--- src/rtl/siaa_pkg.sv ---
// siaa_pkg: shared definitions for the execution controller and the ALU.
//   - width parameters (instruction 9, pc 10, data 8)
//   - controller state enum
//   - R-type (4-bit) and I-type (3-bit) opcode constants
//   - signExtData(): sign-extend a data byte to pc width
package siaa_pkg;

    localparam int INSTR_W = 9;
    localparam int PC_W    = 10;
    localparam int DATA_W  = 8;

    typedef enum logic [2:0] {
        ST_IDLE,
        ST_FETCH,
        ST_EXEC,
        ST_MEM,
        ST_WB
    } execState_t;

    // R-type opcodes, IR[7:4] when IR[8] = 0
    localparam logic [3:0] ADD = 4'b0000;
    localparam logic [3:0] SUB = 4'b0001;
    localparam logic [3:0] AND = 4'b0010;
    localparam logic [3:0] OR  = 4'b0011;
    localparam logic [3:0] XOR = 4'b0100;
    localparam logic [3:0] NOT = 4'b0101;
    localparam logic [3:0] SHL = 4'b0110;
    localparam logic [3:0] SHR = 4'b0111;
    localparam logic [3:0] LW  = 4'b1000;
    localparam logic [3:0] SW  = 4'b1001;
    localparam logic [3:0] MOV = 4'b1010;
    localparam logic [3:0] CMP = 4'b1011;
    localparam logic [3:0] BR  = 4'b1100;
    localparam logic [3:0] J   = 4'b1101;
    localparam logic [3:0] SET = 4'b1110;
    localparam logic [3:0] LA  = 4'b1111;

    // I-type opcodes, IR[7:5] when IR[8] = 1
    localparam logic [2:0] ADDI = 3'b000;
    localparam logic [2:0] SUBI = 3'b001;
    localparam logic [2:0] ANDI = 3'b010;
    localparam logic [2:0] ORI  = 3'b011;
    localparam logic [2:0] SHLI = 3'b100;
    localparam logic [2:0] SETI = 3'b101;
    localparam logic [2:0] NOP  = 3'b110;
    localparam logic [2:0] HALT = 3'b111;

    function automatic logic [PC_W-1:0] signExtData(input logic [DATA_W-1:0] d);
        return {{(PC_W-DATA_W){d[DATA_W-1]}}, d};
    endfunction

endpackage

--- src/rtl/exec_decode.sv ---
// exec_decode: combinational field extraction and op classification of IR.
// Ports:
//   ir         in   9  latched instruction register
//   typeCode   out  1  IR[8], 1 = I-type
//   rOp        out  4  R-type opcode (0 for I-type)
//   iOp        out  3  I-type opcode (0 for R-type)
//   imm        out  5  I-type immediate (0 for R-type)
//   regSel     out  4  R-type register select (0 for I-type)
//   isMem, isStore, isBranch, isJump, writesAcc, writesReg, isHalt, isCarryOp
//              out  1  op classification flags
module exec_decode
    import siaa_pkg::*;
(
    input  logic [INSTR_W-1:0] ir,
    output logic               typeCode,
    output logic [3:0]         rOp,
    output logic [2:0]         iOp,
    output logic [4:0]         imm,
    output logic [3:0]         regSel,
    output logic               isMem,
    output logic               isStore,
    output logic               isBranch,
    output logic               isJump,
    output logic               writesAcc,
    output logic               writesReg,
    output logic               isHalt,
    output logic               isCarryOp
);

    always_comb begin
        typeCode  = ir[8];
        rOp       = '0;
        iOp       = '0;
        imm       = '0;
        regSel    = '0;
        isMem     = 1'b0;
        isStore   = 1'b0;
        isBranch  = 1'b0;
        isJump    = 1'b0;
        writesAcc = 1'b0;
        writesReg = 1'b0;
        isHalt    = 1'b0;
        isCarryOp = 1'b0;
        if (!ir[8]) begin
            rOp       = ir[7:4];
            regSel    = ir[3:0];
            isMem     = (rOp == LW) || (rOp == SW);
            isStore   = (rOp == SW);
            isBranch  = (rOp == BR);
            isJump    = (rOp == J);
            writesReg = (rOp == SET);
            // LW returns its data through the accumulator; SW writes nothing
            writesAcc = ((rOp <= CMP) && (rOp != SW)) || (rOp == LA);
            isCarryOp = (rOp == ADD) || (rOp == SUB);
        end else begin
            iOp       = ir[7:5];
            imm       = ir[4:0];
            isHalt    = (iOp == HALT);
            writesAcc = (iOp <= SETI);
            isCarryOp = (iOp == ADDI) || (iOp == SUBI);
        end
    end

endmodule

--- src/rtl/exec_ctrl.sv ---
// exec_ctrl: instruction sequencer -- fetch/exec/mem/writeback FSM, program
// counter and optional carry chain.
// Build option: CARRY_CHAIN_EN -- when defined, a carry register captures
// alu_sc_out in WB of ADD/SUB/ADDI/SUBI and drives sc_in; otherwise sc_in = 0.
// Ports:
//   clk, reset_n                 clock (rising edge), async active-low reset
//   start                        in   leave IDLE and fetch at current pc
//   instr[8:0]                   in   instruction memory word at pc
//   pc[9:0]                      out  program counter
//   type_code, r_op, i_op, imm, reg_sel   out  decoded IR fields
//   op_reg[7:0]                  in   regfile read data at reg_sel
//   alu_branch, alu_sc_out       in   ALU branch flag and carry out
//   sc_in                        out  carry into the ALU
//   acc_we, reg_we               out  writeback strobes
//   mem_req, mem_we, mem_ack     data memory handshake
//   done                         out  halted
//
// state    | meaning
// ---------+-----------------------------------------------
// ST_IDLE  | waiting for start, pc frozen
// ST_FETCH | IR <= instr
// ST_EXEC  | decode; route to MEM, WB, or IDLE on HALT
// ST_MEM   | mem_req held until mem_ack
// ST_WB    | writeback strobes, pc update, carry capture
module exec_ctrl
    import siaa_pkg::*;
(
    input  logic               clk,
    input  logic               reset_n,
    input  logic               start,
    input  logic [INSTR_W-1:0] instr,
    output logic [PC_W-1:0]    pc,
    output logic               type_code,
    output logic [3:0]         r_op,
    output logic [2:0]         i_op,
    output logic [4:0]         imm,
    output logic [3:0]         reg_sel,
    input  logic [DATA_W-1:0]  op_reg,
    input  logic               alu_branch,
    input  logic               alu_sc_out,
    output logic               sc_in,
    output logic               acc_we,
    output logic               reg_we,
    output logic               mem_req,
    output logic               mem_we,
    input  logic               mem_ack,
    output logic               done
);

    execState_t         state;
    execState_t         stateNext;
    logic [INSTR_W-1:0] irReg;
    logic [PC_W-1:0]    pcReg;
    logic [PC_W-1:0]    pcNext;
    logic               doneReg;

    logic isMem;
    logic isStore;
    logic isBranch;
    logic isJump;
    logic writesAcc;
    logic writesReg;
    logic isHalt;
    logic isCarryOp;

    exec_decode uDecode (
        .ir        (irReg),
        .typeCode  (type_code),
        .rOp       (r_op),
        .iOp       (i_op),
        .imm       (imm),
        .regSel    (reg_sel),
        .isMem     (isMem),
        .isStore   (isStore),
        .isBranch  (isBranch),
        .isJump    (isJump),
        .writesAcc (writesAcc),
        .writesReg (writesReg),
        .isHalt    (isHalt),
        .isCarryOp (isCarryOp)
    );

    always_ff @(posedge clk or negedge reset_n) begin
        if (!reset_n) begin
            state <= ST_IDLE;
        end else begin
            state <= stateNext;
        end
    end

    // Strobes are pure functions of state so reset clears them without a clock
    always_comb begin
        stateNext = state;
        acc_we    = 1'b0;
        reg_we    = 1'b0;
        mem_req   = 1'b0;
        mem_we    = 1'b0;
        case (state)
            ST_IDLE: begin
                if (start) begin
                    stateNext = ST_FETCH;
                end
            end
            ST_FETCH: begin
                stateNext = ST_EXEC;
            end
            ST_EXEC: begin
                if (isHalt) begin
                    stateNext = ST_IDLE;
                end else if (isMem) begin
                    stateNext = ST_MEM;
                end else begin
                    stateNext = ST_WB;
                end
            end
            ST_MEM: begin
                mem_req = 1'b1;
                mem_we  = isStore;
                if (mem_ack) begin
                    stateNext = ST_WB;
                end
            end
            ST_WB: begin
                acc_we    = writesAcc;
                reg_we    = writesReg;
                stateNext = ST_FETCH;
            end
            default: begin
                stateNext = ST_IDLE;
            end
        endcase
    end

    // Natural PC_W-bit wrap gives the mod-1024 behaviour
    always_comb begin
        pcNext = pcReg + PC_W'(1);
        if (isJump) begin
            pcNext = PC_W'(op_reg);
        end else if (isBranch && alu_branch) begin
            pcNext = pcReg + signExtData(op_reg);
        end
    end

    always_ff @(posedge clk or negedge reset_n) begin
        if (!reset_n) begin
            irReg   <= '0;
            pcReg   <= '0;
            doneReg <= 1'b0;
        end else begin
            if (state == ST_FETCH) begin
                irReg <= instr;
            end
            if (state == ST_WB) begin
                pcReg <= pcNext;
            end
            if ((state == ST_EXEC) && isHalt) begin
                doneReg <= 1'b1;
            end else if ((state == ST_IDLE) && start) begin
                doneReg <= 1'b0;
            end
        end
    end

`ifdef CARRY_CHAIN_EN
    logic carryReg;

    always_ff @(posedge clk or negedge reset_n) begin
        if (!reset_n) begin
            carryReg <= 1'b0;
        end else if ((state == ST_WB) && isCarryOp) begin
            carryReg <= alu_sc_out;
        end
    end

    assign sc_in = carryReg;
`else
    // No carry chain: the carry flag and op class have no consumer
    logic unusedSc;
    assign unusedSc = alu_sc_out ^ isCarryOp;
    assign sc_in    = 1'b0;
`endif

    assign pc   = pcReg;
    assign done = doneReg;

endmodule
--- config.mk ---
export PLATFORM = sky130hd
export DESIGN_NAME = exec_ctrl
export DESIGN_NICKNAME = d
export VERILOG_FILES = /design/src/rtl/siaa_pkg.sv /design/src/rtl/exec_decode.sv /design/src/rtl/exec_ctrl.sv
export SDC_FILE = /design/constraint.sdc
export NUM_CORES = 1
export LEC_CHECK = 0
export ABC_AREA = 1
export CORE_UTILIZATION = 47
export CTS_CLUSTER_DIAMETER = 200
export DETAILED_ROUTE_END_ITERATION = 10
export HOLD_SLACK_MARGIN = 0.03
export MAX_ROUTING_LAYER = met4
export PLACE_DENSITY = 0.78
export SYNTH_ARGS = -nofsm -noshare
export SYNTH_HDL_FRONTEND = slang
export SYNTH_SLANG_ARGS = --single-unit
--- constraint.sdc ---
create_clock -name clk -period 2.88 [get_ports clk]
set_clock_uncertainty 0.2 [all_clocks]
set_input_delay 0.576 -clock clk [delete_from_list [all_inputs] [get_ports clk]]
set_output_delay 0.576 -clock clk [all_outputs]
set_load 0.01 [all_outputs]
==> impl_metrics.csv, run 1 <==
group,metric,value,unit
outcome,outcome,"completed",
cells_and_area,fillerInstances,344,
sta,setup-violations-final,0,
power,report.power.total,2.34,mW
sta,rsz0062_at_grt,"no",
drt,drc,0,
global_route,grt_start_max_net_pins,24,
global_route,first_global_vias,1793,
drt,postRouteWirelength,4220,um
drt,avgViaCountPerCell,4.86,
synth,area_fraction_of_the_dominant_cell_type_after_synthesis,32.2,%
drt,final_antenna_net_count,0,
clock_tree,postCtsSetupBuffers,0,
clock_tree,hold_buffers,0,
worst_setup_path,r2r.worst_path.cells,11,
clock_tree,clk_latency,0.27,ns
placed_design,place_congestion,0.866,
worst_setup_path,worstPathArrival,1.92,ns
power,p_per_area,971,mW/mm^2
synth,synth.lib_cells_used.distinct,30,
synth,synth_top_area_cell,"sky130_fd_sc_hd__dfrtp_1",
power,cell_internal_pwr,1.31,mW
power,p_clk_share,8.8,%
clock_tree,cts.sinks,23,
worst_setup_path,crit_path_end_kind,"primary output",
power,power_switching_share,44.2,%
sta,period_needed,2.70,ns
sta,report.final.hold_viol_count,0,
worst_setup_path,slack_of_the_worst_reg_to_reg_path,0.34,ns
clock_tree,tritoncts_clock_tree,"done",
worst_setup_path,worstReg2RegStart,"irReg[4]",
power,pwr-share-seq,25.7,%
floorplan,chipWidth,63.6,um
global_route,overflow,0,
synth,syn-cell-area,0.00179,mm^2
clock_tree,ctsHtreeMaxLevel,1,
drt,num_vias,1826,
drt,wl_per_cell,11.2,um
placed_design,placed_cells_incl_taps,372,
synth,synth_warnings,0,
cells_and_area,end_of_flow_core_utilization,66.0,%
floorplan,initial_core_util,48.8,%
sta,report.final.slew_viol_count,0,
sta,final_min_period_over_clock_period,93.8,%
worst_setup_path,path_class,"flop to primary output",
synth,synth_area_per_cell,6.56,um^2
global_route,grt_first_pass_wirelength,7170,um
cells_and_area,final_nets,362,
cells_and_area,instances_no_fill,376,
floorplan,floorplan_die_area,0.00405,mm^2
placed_design,placement.io_buffers,53,
clock_tree,cts_repair_resize_count,0,
cells_and_area,design_area,0.00241,mm^2
drt,detailedRoute.firstPassIterationCount,5,
worst_setup_path,critical_path.startpoint,"state[1]",
cells_and_area,insertedDiodeCount,0,
cells_and_area,layout.cells.most_common,"sky130_fd_sc_hd__nand2_1",
sta,worst_slew_margin_relative_to_its_limit,61.1,%
flow_run,number_of_violations_of_the_max_capacitance_limit,0,
synth,synth.top_cells.by_area,"sky130_fd_sc_hd__dfrtp_1, sky130_fd_sc_hd__nand2_1, sky130_fd_sc_hd__nor2_1, sky130_fd_sc_hd__inv_1, sky130_fd_sc_hd__ha_1",
worst_setup_path,timing.critical_path.from_type,"flop",
global_route,antenna_found_initial,0,
cells_and_area,syn_to_final_growth,35.2,%
clock_tree,tritoncts.num_buffers,3,
worst_setup_path,critical_path.endpoint,"acc_we",
synth,synth.ff_latch_count,23,
power,comb_power_share,65.5,%
worst_setup_path,cp_data_required_time,2.10,ns
floorplan,ios,56,
synth,syn_inst,272,
floorplan,die-height,63.6,um
floorplan,core,0.00366,mm^2
power,power.net_switching,1.04,mW
drt,drt-initial-drc-count,49,
power,power.static_leakage,1.29,nW
synth,synthesis.nets,305,
power,vdd.ir_drop.worst,0.000505,V
placed_design,post_dp_cell_area,0.00237,mm^2
global_route,grt_util_all_layers,22.8,%
sta,max_slew.worst_pin.slew,0.581,ns
floorplan,rows,22,
worst_hold_path,holdCritPathClass,"flop to flop",
sta,setup_tns,0,ns
cells_and_area,final_cell_mix,"sky130_fd_sc_hd__nand2_1, sky130_fd_sc_hd__clkdlybuf4s50_1, sky130_fd_sc_hd__nor2_1",
synth,synth_sequential_area_ratio,32.2,%
worst_setup_path,timing.critical_path.fanout_max,11,
worst_setup_path,reg2reg_to,"pc[7]",
clock_tree,cts_root_buffer,"sky130_fd_sc_hd__clkbuf_8",
placed_design,post-dp-hpwl,3190,um
sta,maximum_clock_rate,0.370,GHz
clock_tree,clk_pin_slew_worst_paths,0.08,ns
cells_and_area,final_layout_size_suffix_gt1_share,7.32,%
clock_tree,clock_tree.buffer_depth,2,
[power by group through the flow]
stage / sequential [mW] / clock (mW) / combinational (mW)
2_1_floorplan: 0.621 / 0 / 0.891
3_3_place_gp: 0.602 / 0 / 1.51
3_5_place_dp: 0.610 / 0 / 1.53
4_1_cts: 0.605 / 0.211 / 1.54
5_1_grt: 0.628 / 0.223 / 1.71
6_report: 0.603 / 0.206 / 1.53
[through the flow]
stage	setup slack [ns]	hold slack [ns]
6_report	0.179	0.301
5_1_grt	0.0258	0.321
4_1_cts	0.111	0.301
3_5_place_dp	-0.0342	0.282
3_3_place_gp	-0.0280	0.276
2_1_floorplan	0.484	0.0804
[synthesized netlist by cell type]
library cell / count
sky130_fd_sc_hd__nand2_1: 66
sky130_fd_sc_hd__nor2_1: 49
sky130_fd_sc_hd__inv_1: 47
sky130_fd_sc_hd__dfrtp_1: 23
sky130_fd_sc_hd__nand3_1: 19
sky130_fd_sc_hd__a21oi_1: 16
sky130_fd_sc_hd__ha_1: 9
sky130_fd_sc_hd__nand4_1: 4
sky130_fd_sc_hd__o21ai_0: 4
sky130_fd_sc_hd__nand3b_1: 3
sky130_fd_sc_hd__nor2_2: 3
sky130_fd_sc_hd__o21ai_1: 3
sky130_fd_sc_hd__a21oi_2: 2
sky130_fd_sc_hd__buf_2: 2
sky130_fd_sc_hd__buf_4: 2
sky130_fd_sc_hd__buf_6: 2
sky130_fd_sc_hd__inv_2: 2
sky130_fd_sc_hd__o21ai_2: 2
sky130_fd_sc_hd__or2_2: 2
sky130_fd_sc_hd__xnor2_1: 2
sky130_fd_sc_hd__clkbuf_1: 1
sky130_fd_sc_hd__conb_1: 1
sky130_fd_sc_hd__fa_1: 1
sky130_fd_sc_hd__mux2_2: 1
sky130_fd_sc_hd__nand4_2: 1
sky130_fd_sc_hd__nor2_4: 1
sky130_fd_sc_hd__o21a_1: 1
sky130_fd_sc_hd__o2bb2ai_1: 1
sky130_fd_sc_hd__o31ai_1: 1
sky130_fd_sc_hd__or2_1: 1
[per-layer routing]
layer	GRT usage, %	share of wire (%)	vias up
met5	-	0	-
met4	6.53	1.3	0
met3	4.53	5.4	6
met2	39.1	48	53
met1	26.7	46	818
li1	-	-	949
[flip-flops by register name (all words and copies together) (netlist names)]
register  count
done          1
irReg         9
pc           10
state         3
[critical path, cell delays in order (launching register included)]
cell,delay (ns)
sky130_fd_sc_hd__dfrtp_1,0.41
sky130_fd_sc_hd__nor2_2,0.17
sky130_fd_sc_hd__inv_2,0.05
sky130_fd_sc_hd__nor2_1,0.15
sky130_fd_sc_hd__inv_2,0.13
sky130_fd_sc_hd__a21oi_1,0.18
sky130_fd_sc_hd__clkdlybuf4s50_1,0.56
[logic make-up (layout without fill, tap and decap cells)]
logic type / count (synthesis) / count (layout) / share of synthesized area (%)
AO/OA/AOI/OAI: 30 / 30 / 9.74
XOR/XNOR: 2 / 2 / 0.981
adder cells (fa/ha/maj): 10 / 10 / 7.43
buffers and inverters: 56 / 112 / 13.2
flip-flops: 23 / 23 / 32.2
multiplexers: 1 / 1 / 0.631
other: 1 / 1 / 0.210
AND/OR/NAND/NOR: 149 / 149 / 35.6
[final cells by class]
type,instances,area (um^2),share of cell area [%]
repair buffers,59,576,23.8
flip-flops and latches,23,576,23.8
multi-input cells,193,975,40.4
inverters,49,184,7.62
well taps,48,60.1,2.49
clock buffers,4,45.0,1.87
[worst min-delay path by stage]
stage	start	endpoint	slack (ns)	cells past startpoint
floorplan	reset_n	done	0.08	0
global placement	done	done	0.28	1
detailed placement	done	done	0.28	1
CTS	done	done	0.30	1
global route	done	done	0.32	1
finish	done	done	0.30	1
Note: power is estimated with default switching activity, not from simulation.
==> inputs of run 2 (changes only) <==
--- a/config.mk
+++ b/config.mk
@@ -6,12 +6,15 @@
 export NUM_CORES = 1
 export LEC_CHECK = 0
 export ABC_AREA = 1
-export CORE_UTILIZATION = 47
+export CAP_MARGIN = 20
+export CELL_PAD_IN_SITES_DETAIL_PLACEMENT = 1
+export CELL_PAD_IN_SITES_GLOBAL_PLACEMENT = 1
+export CORE_UTILIZATION = 32
 export CTS_CLUSTER_DIAMETER = 200
 export DETAILED_ROUTE_END_ITERATION = 10
 export HOLD_SLACK_MARGIN = 0.03
 export MAX_ROUTING_LAYER = met4
-export PLACE_DENSITY = 0.78
+export PLACE_DENSITY = 0.77
 export SYNTH_ARGS = -nofsm -noshare
 export SYNTH_HDL_FRONTEND = slang
 export SYNTH_SLANG_ARGS = --single-unit
==> run 2 against run 1 <==
  * Setup slack improved by 0.015 ns
  * Non-clock buffer count is 6 higher
  * Largest cell class unchanged
  * Cell count rose by 7.4%
  * Clock power rose by 4%
  * Sequential share of layout area is 0.72 points lower
  * Fmax grew 0.57%
  * First-iteration DRC count did not move
  * Critical endpoint unchanged
==> impl_metrics.csv, run 2 (synthesized netlist as in run 1, its figures left out) <==
group,metric,value,unit
drt,wl_per_cell,12.6,um
placed_design,place_congestion,0.801,
worst_setup_path,crit_path_end_kind,"primary output",
worst_setup_path,worstReg2RegStart,"irReg[5]",
global_route,grt_start_max_net_pins,24,
worst_hold_path,hold-path-endpoint,"pc[7]",
drt,drc,0,
floorplan,die-height,76.7,um
power,p_per_area,976,mW/mm^2
outcome,outcome,"completed",
worst_setup_path,cp_data_required_time,2.10,ns
worst_setup_path,r2r.worst_path.cells,13,
sta,setup-violations-final,0,
worst_hold_path,holdCritPathClass,"flop to flop",
sta,worst_slew_margin_relative_to_its_limit,62.8,%
floorplan,ios,56,
cells_and_area,syn_to_final_growth,39.5,%
floorplan,core,0.00524,mm^2
worst_setup_path,worstPathArrival,1.91,ns
worst_setup_path,slack_of_the_worst_reg_to_reg_path,0.35,ns
clock_tree,clock_tree.buffer_depth,2,
sta,max_slew.worst_pin.slew,0.557,ns
clock_tree,ctsHtreeMaxLevel,1,
placed_design,placement.io_buffers,53,
drt,drt-initial-drc-count,49,
cells_and_area,layout.cells.most_common,"sky130_fd_sc_hd__nand2_1",
clock_tree,cts.sinks,23,
cells_and_area,final_nets,368,
global_route,antenna_found_initial,0,
cells_and_area,largest_register_ff_count,10,
worst_setup_path,path_class,"flop to primary output",
sta,report.final.hold_viol_count,0,
drt,postRouteWirelength,5090,um
global_route,grt_first_pass_wirelength,8710,um
clock_tree,clk_latency,0.27,ns
placed_design,post-dp-hpwl,4160,um
cells_and_area,final_cell_mix,"sky130_fd_sc_hd__nand2_1, sky130_fd_sc_hd__clkdlybuf4s50_1, sky130_fd_sc_hd__nor2_1",
clock_tree,cts_root_buffer,"sky130_fd_sc_hd__clkbuf_8",
cells_and_area,final_layout_size_suffix_gt1_share,8.98,%
floorplan,chipWidth,76.7,um
global_route,grt_util_all_layers,18.8,%
sta,rsz0062_at_grt,"no",
worst_setup_path,timing.critical_path.from_type,"flop",
worst_hold_path,worst_hold_path.num_cells,2,
power,report.power.total,2.43,mW
drt,final_antenna_net_count,0,
sta,final.hold.worst_slack,0.330,ns
clock_tree,clk_pin_slew_worst_paths,0.09,ns
worst_setup_path,timing.critical_path.fanout_max,18,
floorplan,initial_core_util,34.1,%
worst_hold_path,hp-start,"pc[7]",
global_route,overflow,0,
drt,num_vias,1872,
cells_and_area,insertedDiodeCount,0,
floorplan,floorplan_die_area,0.00588,mm^2
global_route,first_global_vias,1955,
sta,maximum_clock_rate,0.372,GHz
drt,avgViaCountPerCell,4.63,
worst_setup_path,max_stage_delay,0.58,ns
power,vdd.ir_drop.worst,0.000441,V
sta,period_needed,2.69,ns
power,power.static_leakage,1.32,nW
worst_setup_path,reg2reg_to,"pc[6]",
floorplan,rows,26,
clock_tree,postCtsSetupBuffers,0,
clock_tree,tritoncts.num_buffers,3,
sta,final_min_period_over_clock_period,93.3,%
sta,report.final.slew_viol_count,0,
drt,detailedRoute.firstPassIterationCount,3,
flow_run,number_of_violations_of_the_max_capacitance_limit,0,
worst_setup_path,critical-path-slowest-cell,"sky130_fd_sc_hd__clkdlybuf4s50_1",
clock_tree,tritoncts_clock_tree,"done",
worst_setup_path,path_cells,"buf_4, nor2_1, nand4_1, nand2_1, a21oi_1, clkdlybuf4s50_1",
==> run 2: cell count changes in the layout (fill, tap and decap cells not counted), sizes merged <==
cell  previous run  this run
buf              6        12
==> run 2: worst max-delay path, delay by kind of cell, from the launching register on <==
family | cells | cell delay [ns]
buffers and inverters | 2 | 0.81
AOI/OAI and AO/OA | 1 | 0.18
DFF | 1 | 0.36
and+or+nand+nor | 3 | 0.28
==> run 2: layout make-up <==
| class | count | area [um^2] |
|---|---|---|
| clock buffer | 4 | 45.0 |
| fill | 689 | 2750 |
| inverter | 49 | 184 |
| multi-input combinational | 193 | 977 |
| sequential | 23 | 576 |
| tap | 70 | 87.6 |
| timing repair buffer | 65 | 621 |
==> run 2: worst max path at each step <==
| stage | start | to | slack, ns | cells after the start |
|---|---|---|---|---|
| 5_1_grt | alu_branch | pc[6] | 0.05 | 13 |
| 6_report | irReg[8] | acc_we | 0.19 | 6 |
| 2_1_floorplan | irReg[8] | pc[4] | 0.48 | 10 |
| 4_1_cts | irReg[8] | acc_we | 0.18 | 6 |
| 3_5_place_dp | alu_branch | pc[7] | -0.11 | 13 |
| 3_3_place_gp | alu_branch | pc[7] | -0.09 | 13 |
==> run 2: report_power, final <==
part	internal (mW)	total (mW)	switching, mW
clock network	0.0991	0.214	0.114
logic	0.775	1.62	0.842
registers	0.475	0.600	0.126
total	1.35	2.43	1.08
==> run 2: per-layer routing <==
layer  vias to the layer above  routed length [um]  GRT usage (%)
met4                         0                  35           3.46
li1                        963                   -              -
met2                        39                2550           34.0
met5                         -                   0              -
met1                       866                2290           21.7
met3                         4                 213           3.45
==> run 2: metrics by stage <==
step	util (%)	TNS [ns]	worst slack, ns	std cells	instance area (um^2)
2_1_floorplan	-	0	0.484	272	1790
3_3_place_gp	46.6	-0.346	-0.0904	400	2440
3_5_place_dp	46.6	-0.541	-0.106	400	2440
4_1_cts	47.5	0	0.179	404	2490
5_1_grt	47.5	0	0.0544	404	2490
6_report	47.5	0	0.194	404	2490
==> run 2: repair_timing <==
| item | 4_1_cts | 5_1_grt |
|---|---|---|
| endpoints found under the setup margin | 0 | 1 |
| resized for setup | 0 | 1 |
| hold buffers | 0 | 0 |
